`config.mk`:
```
export PLATFORM = sky130hd
export DESIGN_NAME = rv32imf_mem_arb
export DESIGN_NICKNAME = d
export VERILOG_FILES = /design/src/rtl/rv32imf_mem_arb.sv
export SDC_FILE = /design/constraint.sdc
export NUM_CORES = 1
export LEC_CHECK = 0
export CORE_AREA = 2 2 111 113
export CTS_CLUSTER_DIAMETER = 150
export CTS_CLUSTER_SIZE = 20
export DETAILED_ROUTE_END_ITERATION = 10
export DIE_AREA = 0 0 113 115
export RECOVER_POWER = 100
export SETUP_SLACK_MARGIN = 0.05
export SYNTH_ARGS = -nofsm -noshare
export SYNTH_HDL_FRONTEND = slang
export SYNTH_SLANG_ARGS = --single-unit
```
`constraint.sdc`:
```
create_clock -name clk_i -period 2.1 [get_ports clk_i]
set_input_delay 0.21 -clock clk_i [delete_from_list [all_inputs] [get_ports clk_i]]
set_output_delay 0.21 -clock clk_i [all_outputs]
set_load 0.05 [all_outputs]
```
`src/rtl/rv32imf_mem_arb.sv`:
```
// rv32imf_mem_arb: merges N_PORTS requesters onto one memory bus and routes responses back in grant order.
// Latency: request, grant and response routing are combinational (0 cycles); outst_o and err_o update on the next edge.
// Backpressure: bus_gnt_i low locks the selected port until accepted; bus_req_o drops while MAX_OUTST transactions are outstanding.
// Option: define RV32IMF_MEM_ARB_RR_EN for round-robin selection; otherwise fixed priority with port 0 highest.

// In-order storage for the port index of each outstanding transaction.
module rv32imf_mem_arb_fifo #(
    parameter int WIDTH = 1,
    parameter int DEPTH = 4
) (
    input  logic                     clk_i,
    input  logic                     rst_i,
    input  logic                     push_i,
    input  logic [WIDTH-1:0]         push_dat_i,
    input  logic                     pop_i,
    output logic [WIDTH-1:0]         head_dat_o,
    output logic [$clog2(DEPTH):0]   count_o
);
    localparam int PTR_W = $clog2(DEPTH);

    logic [WIDTH-1:0] mem_q [DEPTH];
    logic [PTR_W-1:0] wr_ptr_q, wr_ptr_d;
    logic [PTR_W-1:0] rd_ptr_q, rd_ptr_d;
    logic [PTR_W:0]   count_q, count_d;

    // Pointers wrap naturally because DEPTH is a power of two.
    always_comb begin
        wr_ptr_d = wr_ptr_q;
        rd_ptr_d = rd_ptr_q;
        count_d  = count_q;
        if (push_i) wr_ptr_d = wr_ptr_q + 1'b1;
        if (pop_i)  rd_ptr_d = rd_ptr_q + 1'b1;
        case ({push_i, pop_i})
            2'b10:   count_d = count_q + 1'b1;
            2'b01:   count_d = count_q - 1'b1;
            default: count_d = count_q;
        endcase
    end

    // Control state; reset empties the FIFO and discards stale entries.
    always_ff @(posedge clk_i or posedge rst_i) begin
        if (rst_i) begin
            wr_ptr_q <= '0;
            rd_ptr_q <= '0;
            count_q  <= '0;
        end else begin
            wr_ptr_q <= wr_ptr_d;
            rd_ptr_q <= rd_ptr_d;
            count_q  <= count_d;
        end
    end

    // Storage needs no reset: entries are only read while counted valid.
    always_ff @(posedge clk_i) begin
        if (push_i) mem_q[wr_ptr_q] <= push_dat_i;
    end

    assign head_dat_o = mem_q[rd_ptr_q];
    assign count_o    = count_q;
endmodule

module rv32imf_mem_arb #(
    parameter int N_PORTS   = 2,
    parameter int DATA_W    = 32,
    parameter int ADDR_W    = 32,
    parameter int MAX_OUTST = 4
) (
    input  logic                              clk_i,
    input  logic                              rst_i,
    input  logic [N_PORTS-1:0]                port_req_i,
    input  logic [N_PORTS-1:0]                port_we_i,
    input  logic [N_PORTS*ADDR_W-1:0]         port_addr_i,
    input  logic [N_PORTS*DATA_W-1:0]         port_wdata_i,
    input  logic [N_PORTS*(DATA_W/8)-1:0]     port_be_i,
    output logic [N_PORTS-1:0]                port_gnt_o,
    output logic [N_PORTS-1:0]                port_rvalid_o,
    output logic [DATA_W-1:0]                 port_rdata_o,
    output logic                              bus_req_o,
    output logic                              bus_we_o,
    output logic [ADDR_W-1:0]                 bus_addr_o,
    output logic [DATA_W-1:0]                 bus_wdata_o,
    output logic [DATA_W/8-1:0]               bus_be_o,
    input  logic                              bus_gnt_i,
    input  logic                              bus_rvalid_i,
    input  logic [DATA_W-1:0]                 bus_rdata_i,
    output logic [$clog2(MAX_OUTST):0]        outst_o,
    output logic                              err_o
);
    localparam int IDX_W = $clog2(N_PORTS);
    localparam int CNT_W = $clog2(MAX_OUTST) + 1;
    localparam int BE_W  = DATA_W / 8;
    localparam logic [CNT_W-1:0] FULL_CNT = CNT_W'(MAX_OUTST);

    logic [IDX_W-1:0] sel;
    logic [IDX_W-1:0] head_idx;
    logic [CNT_W-1:0] outst;
    logic             accept;
    logic             pop;
    logic             lock_drop;

    logic             lock_q, lock_d;
    logic [IDX_W-1:0] lock_idx_q, lock_idx_d;
    logic             err_q, err_d;

`ifdef RV32IMF_MEM_ARB_RR_EN
    logic [IDX_W-1:0] rr_ptr_q, rr_ptr_d;
    logic             found;
    int               cand;
`endif

    // Bus request is suppressed while full (even if a response frees a slot this cycle) and during reset.
    assign bus_req_o = (|port_req_i) && (outst < FULL_CNT) && !rst_i;
    assign accept    = bus_req_o && bus_gnt_i;
    // A response with nothing outstanding is dropped and flagged instead of routed.
    assign pop       = bus_rvalid_i && (outst != '0);

    // Port selection: a locked port wins outright; a locked port that withdrew falls through to arbitration.
    always_comb begin
        sel       = '0;
        lock_drop = lock_q && !port_req_i[lock_idx_q];
`ifdef RV32IMF_MEM_ARB_RR_EN
        found     = 1'b0;
        cand      = 0;
`endif
        if (lock_q && !lock_drop) begin
            sel = lock_idx_q;
        end else begin
`ifdef RV32IMF_MEM_ARB_RR_EN
            for (int k = 1; k <= N_PORTS; k++) begin
                cand = (int'(rr_ptr_q) + k) % N_PORTS;
                if (!found && port_req_i[cand]) begin
                    sel   = IDX_W'(cand);
                    found = 1'b1;
                end
            end
`else
            for (int i = N_PORTS - 1; i >= 0; i--) begin
                if (port_req_i[i]) sel = IDX_W'(i);
            end
`endif
        end
    end

    // Pass the selected port's fields to the bus and fan grant/response strobes back out.
    always_comb begin
        bus_we_o      = 1'b0;
        bus_addr_o    = '0;
        bus_wdata_o   = '0;
        bus_be_o      = '0;
        port_gnt_o    = '0;
        port_rvalid_o = '0;
        for (int i = 0; i < N_PORTS; i++) begin
            if (sel == IDX_W'(i)) begin
                bus_we_o      = port_we_i[i];
                bus_addr_o    = port_addr_i[i*ADDR_W +: ADDR_W];
                bus_wdata_o   = port_wdata_i[i*DATA_W +: DATA_W];
                bus_be_o      = port_be_i[i*BE_W +: BE_W];
                port_gnt_o[i] = accept;
            end
            if (head_idx == IDX_W'(i)) port_rvalid_o[i] = pop;
        end
    end

    // Next state for the lock, the sticky error flag and the round-robin pointer.
    always_comb begin
        lock_d     = bus_req_o && !bus_gnt_i;
        lock_idx_d = lock_d ? sel : lock_idx_q;
        err_d      = err_q || lock_drop || (bus_rvalid_i && (outst == '0));
`ifdef RV32IMF_MEM_ARB_RR_EN
        rr_ptr_d   = accept ? sel : rr_ptr_q;
`endif
    end

    // Arbitration state registers.
    always_ff @(posedge clk_i or posedge rst_i) begin
        if (rst_i) begin
            lock_q     <= 1'b0;
            lock_idx_q <= '0;
            err_q      <= 1'b0;
`ifdef RV32IMF_MEM_ARB_RR_EN
            rr_ptr_q   <= IDX_W'(N_PORTS - 1);
`endif
        end else begin
            lock_q     <= lock_d;
            lock_idx_q <= lock_idx_d;
            err_q      <= err_d;
`ifdef RV32IMF_MEM_ARB_RR_EN
            rr_ptr_q   <= rr_ptr_d;
`endif
        end
    end

    rv32imf_mem_arb_fifo #(
        .WIDTH (IDX_W),
        .DEPTH (MAX_OUTST)
    ) u_route_fifo (
        .clk_i      (clk_i),
        .rst_i      (rst_i),
        .push_i     (accept),
        .push_dat_i (sel),
        .pop_i      (pop),
        .head_dat_o (head_idx),
        .count_o    (outst)
    );

    assign port_rdata_o = bus_rdata_i;
    assign outst_o      = outst;
    assign err_o        = err_q;
endmodule

```
## Word-level counts from Yosys, hierarchy flattened

Memory sizes are Yosys's and may differ from the RTL's.
Index checks and enable logic that the tools add are counted.

- Muxes and demuxes: 16
- Reductions and logical operators: 18
- Order comparisons: 2
- Equal/unequal tests: 2
- $add $sub $neg: 4

Operators by type and width:

| cell | number |
|---|---|
| 32-bit two-way mux | 2 |
| 1-bit two-way mux | 12 |
| 1-bit logical AND | 8 |
| 3-bit one-hot mux with 2 select lines | 1 |
| 2-bit by 1-bit adder with 2-bit output, second input constant | 2 |
| 1-bit logical NOT | 4 |
| 4-bit two-way mux | 1 |
| 3-bit by 1-bit adder with 3-bit output, second input constant | 1 |
| 3-bit logical NOT | 1 |
| 3-bit < comparator, second input constant | 1 |
| 3-bit nonzero test | 1 |
| 3-bit by 1-bit subtractor with 3-bit output, second input constant | 1 |
| 2-bit by 1-bit == test with 1-bit output, second input constant | 1 |
| 2-bit == test, second input constant | 1 |
| 1-bit logical OR | 2 |
| 1-bit by 2-bit < comparator with 1-bit output, second input constant | 1 |
| 2-bit nonzero test | 1 |
| 2-bit OR reduction | 1 |

- Flip-flop bits (word level): 10
- Bits of input ports: 176
- Memory bits (writable): 4
- Logic and storage cells: 49
- Memories kept: 1

Memories:

| name | words | width | read ports | clocked after Yosys merged registers in | write ports | RTL line | text |
|---|---|---|---|---|---|---|---|
| u_route_fifo.mem_q | 4 | 1 | 1 | 0 | 1 | 21 | `logic [WIDTH-1:0] mem_q [DEPTH];` |

## Depth between registers and ports, before layout

- Word-level depth: 8
- Depth in mapped cells: 10
- Gate-level depth less buffers: 9

## Hierarchy

From an unflattened synthesis, not the netlist that was laid out.

- Cell total of the unflattened synthesis: 165
- Area, all modules: 2159.6 µm²

By module, submodules not included:

| module | area each (µm²) | instances | sequential area each (µm²) | cells each |
|---|---|---|---|---|
| rv32imf_mem_arb | 1639.1 | 1 | 75.1 | 128 |
| rv32imf_mem_arb_fifo | 520.5 | 1 | 295.3 | 37 |

## Least setup slack after synthesis

No wires, ideal clock.

- Path type: flip-flop to flip-flop
- From: register u_route_fifo.count_q[2], in the netlist u_route_fifo.count_o[2]
- To: register u_route_fifo.count_q[2], in the netlist u_route_fifo.count_o[2]
- Data arrival time: 2077 ps
- Path buffers: 1
- Path slack: -126 ps
- Data required time: 1951 ps
- Setup time: 149 ps
- Cell stages (with the launch flop): 11
- Path through: dfrtp_1 > nor2_1 > and3b_1 > buf_2 > inv_1 > ha_1 > inv_1 > fa_1 > xor2_1 > nor2_1 > xor2_1

- Longest elaborated chain between the ends: 6
- Elaborated cells between the ends (all ways): 12
- Classes of those cells: 2 x add/sub; 1 x order compare; 2 x eq/ne; 1 x mux; 6 x reduce/logical

RTL lines:

| what | RTL line | text |
|---|---|---|
| start, declared | 24 | `logic [PTR_W:0] count_q, count_d;` |
| start signal, assigned | 49 | `count_q <= count_d;` |
| 3-bit < comparator | 112 | `assign bus_req_o = (\|port_req_i) && (outst < FULL_CNT) && !rst_i;` |
| 1-bit logical AND (2 in a row) | 112 |  |
| 1-bit logical AND | 113 | `assign accept = bus_req_o && bus_gnt_i;` |
| 2-bit by 1-bit == test with 1-bit output / 2-bit == test (equally long branches) | 33 | `case ({push_i, pop_i})` |
| 3-bit one-hot mux with 2 select lines / 2-bit nonzero test (equally long branches) | -- |  |

Parallel ways exist; a longest one is shown, timed or not.
A chain may end at the register's enable or synchronous reset.

## Final worst setup path

- From: register lock_idx_q
- To: output bus_wdata_o[18]

- Longest elaborated chain between the ends: 8

RTL lines:

| what | RTL line | text |
|---|---|---|
| start, declared | 102 | `logic [IDX_W-1:0] lock_idx_q, lock_idx_d;` |
| start signal, assigned | 185 | `lock_idx_q <= lock_idx_d;` |
| 1-bit two-way mux (implied by the code) (2 in a row) | 120 | `lock_drop = lock_q && !port_req_i[lock_idx_q];` |
| 1-bit logical NOT | 120 |  |
| 1-bit logical AND | 120 |  |
| 1-bit logical NOT | 125 | `if (lock_q && !lock_drop) begin` |
| 1-bit logical AND | 125 |  |
| 1-bit two-way mux * | 125 |  |
| 32-bit two-way mux * | 153 | `if (sel == IDX_W'(i)) begin` |
| end, declared | 81 | `output logic [DATA_W-1:0] bus_wdata_o,` |

Mark *: on every way between the ends. The rest lies on a longest branch, timed or not. The select of a mux whose other input is x is not followed.

==> results.ini <==
[critical_path]
critPathMaxFanout=7
criticalPathCategory=reg -> out
endpoint_kind=primary output
required_ns=1.89
timing.rr.start=u_route_fifo.count_o[2]$_DFFE_PP0P_
r2r_end=u_route_fifo.count_o[2]$_DFFE_PP0P_
critPathLaunchType=flip-flop
reg2reg_depth=9
worst-r2r-setup-slack_ns=0.21
crit_arrival_ns=1.81

[cts]
root_buffer=clkbuf_16
cts.sinks=14
cts_buffer_depth=2
cts_max_level=1
cts_tree=built
cts_buffers=3
cts.reportedPaths.clkPinSlew_ns=0.05
cts_setup_buffers=0
clk_latency_ns=0.24

[timing]
worstMarginPinSlew_ns=0.591
tns_ns=0
setup_viol=0
rsz0062_at_grt=yes
drv_slew=0
slew_headroom_pct=60.8
finalHoldViolations=0
clock_skew_ns=0.00412
timing.fmax_mhz=496
period_needed_ns=2.02
fin_crit_sh_pct=96.0

[logic_synthesis]
yosys.area_share.simple_pct=4.52
ys_seq_area_share_pct=17.2
syn-num-nets=350
yosysUniqueCellTypes=24
synth_mux_area_share_pct=50.7
synth.cell_area_sq_um=2160
syn_inst=168
synth_top_family_by_area=multiplexers
synth_compound_area_share_pct=1.39
synth_xor_area_share_pct=2.43
synth_fa_ha_area_share_pct=3.83
syn_avg_cell_area_sq_um=12.8
yosys_warnings=0
ys_ff_latch=14

[layout]
n_antenna_cell=0
area_delta_synth_final_pct=104
drive_above_1_share_pct=44.7
final_util_pct=37.3
final_nets=557
mostFrequentLayoutCells=clkdlybuf4s50_1, mux2_4, buf_4, clkbuf_4, buf_6
final_common_cell=clkdlybuf4s50_1

[min_path]
worstHoldPathType=in -> out
timing.hold.worst_endpoint=port_rdata_o[6]
hold_start=bus_rdata_i[6]
hold_depth=0

[floorplanning]
die_h_um=115
pin_count=286
initial_core_util_pct=18.3
core_area_sq_um=11800
num_rows=40
dieArea_sq_um=13000
dieWidth_um=113

[power]
power.leakage_uw=0.00197
ir_drop_v=0.000513
pwr_density_cell_nw_per_um2=594

[detailed_routing]
wl_met2_um=3990
drtAntennaViolNets=0
firstDrtPassIters=7
met1_length_um=2730
viasPerCell=3.91
drc_errors=20
met3_length_um=977
drt_iter0_markers=49
drt_wl_total_um=7730
vias=2039
top_layer_used=met4
avgRoutedWirePerCell_um=14.8

[outcome]
failed_checks=DRC
status=finished, violations left

[grt]
grt_pass1_vias=2048
grt_pass1_wl_um=10400
antenna_found_initial=0
grt.overflow.total=0
grt_usage_pct=9.83
grt_max_degree=19

[place]
dp.final_hpwl_um=6520
port_buffers=221
place.gp.congestion=0.736

[job]
maxCapViolCount=0

-- layout make-up --
class	instances	area [sq um]
Tap cell	147	184
Inverter	7	26.3
Clock inverter	1	3.75
Fill cell	1167	7410
Timing Repair Buffer	243	2390
Multi-Input combinational cell	106	1350
Clock buffer	3	75.1
Sequential cell	14	370
-- metrics by stage --
| step | setup slack, ns | total power, uW | hold slack, ns | area [sq um] | std cells |
|---|---|---|---|---|---|
| after floorplan | 0.0521 | 1790 | 0.0501 | 2160 | 168 |
| after global placement | 0.00505 | 2320 | 0.420 | 4300 | 513 |
| after detailed placement | -0.0504 | 2350 | 0.420 | 4300 | 513 |
| after CTS | 0.0305 | 2720 | 0.420 | 4370 | 517 |
| after global routing | 0.00771 | 2750 | 0.420 | 4400 | 521 |
| final | 0.0839 | 2610 | 0.420 | 4400 | 521 |
-- worst max-delay path, stage by stage, from the launching register on --
cell and delay [ns]:
dfrtp_1 0.37, nand2_1 0.10, a21boi_4 0.22, buf_12 0.18, buf_4 0.19, mux2_4 0.31
buf_4 0.19
-- power breakdown --
group	internal [uW]	switching [uW]	leakage, uW	total (uW)
registers	374	95.8	0.000154	470
clock network	252	108	0.0000385	360
logic	845	940	0.00178	1780
-- kinds of logic (layout without fill, tap and decap cells) --
kind of cell,count (synthesis),in the layout
fa+ha+maj,6,6
flops,14,14
compound gates,3,3
mux,74,74
xor+xnor,6,6
simple gates,17,17
buf+inv,48,254
-- cell usage after synthesis --
master,n,area [sq um]
nor4_2,1,12.5
and2_1,6,37.5
buf_4,32,240
edfxtp_1,4,120
mux2_2,4,45.0
and3b_1,1,8.76
inv_1,7,26.3
mux2_4,67,1010
mux4_2,1,22.5
xnor2_1,3,26.3
xor2_1,3,26.3
buf_2,1,5.00
a21boi_2,1,11.3
mux2i_1,2,20.0
buf_12,8,160
o31a_1,1,8.76
ha_1,5,62.6
nor3_1,2,10.0
nor2b_1,1,6.26
nand2_1,2,7.51
fa_1,1,20.0
dfrtp_1,10,250
a221o_1,1,10.0
nor2_1,4,15.0
-- per-layer routing --
| metal | global-route usage (%) | up-vias |
|---|---|---|
| met5 | 0 | - |
| met4 | 1.71 | 0 |
| met3 | 3.85 | 4 |
| met2 | 18.2 | 147 |
| met1 | 10.8 | 921 |
| li1 | - | 967 |
-- flip-flops by register name, indices dropped and copies added (netlist names) --
register,count
lock_q,1
u_route_fifo.mem_q,4
u_route_fifo.count_o,3
u_route_fifo.rd_ptr_q,2
u_route_fifo.wr_ptr_q,2
err_o,1
lock_idx_q,1
-- worst max-delay path by stage --
stage                                   startpoint  cells past startpoint                                  end  slack [ns]
5_1_grt                     lock_idx_q$_DFFE_PP0P_                      6                      bus_wdata_o[10]       0.008
3_5_place_dp                         port_req_i[1]                     10  u_route_fifo.count_o[2]$_DFFE_PP0P_       -0.05
3_3_place_gp                         port_req_i[1]                     10  u_route_fifo.count_o[2]$_DFFE_PP0P_       0.005
2_1_floorplan  u_route_fifo.count_o[2]$_DFFE_PP0P_                     10  u_route_fifo.count_o[2]$_DFFE_PP0P_        0.05
6_report                    lock_idx_q$_DFFE_PP0P_                      6                      bus_wdata_o[18]        0.08
4_1_cts                              port_req_i[1]                      7                      bus_wdata_o[31]        0.03
-- repair_timing --
action,4_1_cts,5_1_grt
pin swaps,0,1
endpoints found under the setup margin,29,68
resized for setup,0,16
hold buffers,0,0
gates cloned,0,4
Note: power is estimated with default switching activity, not from simulation.
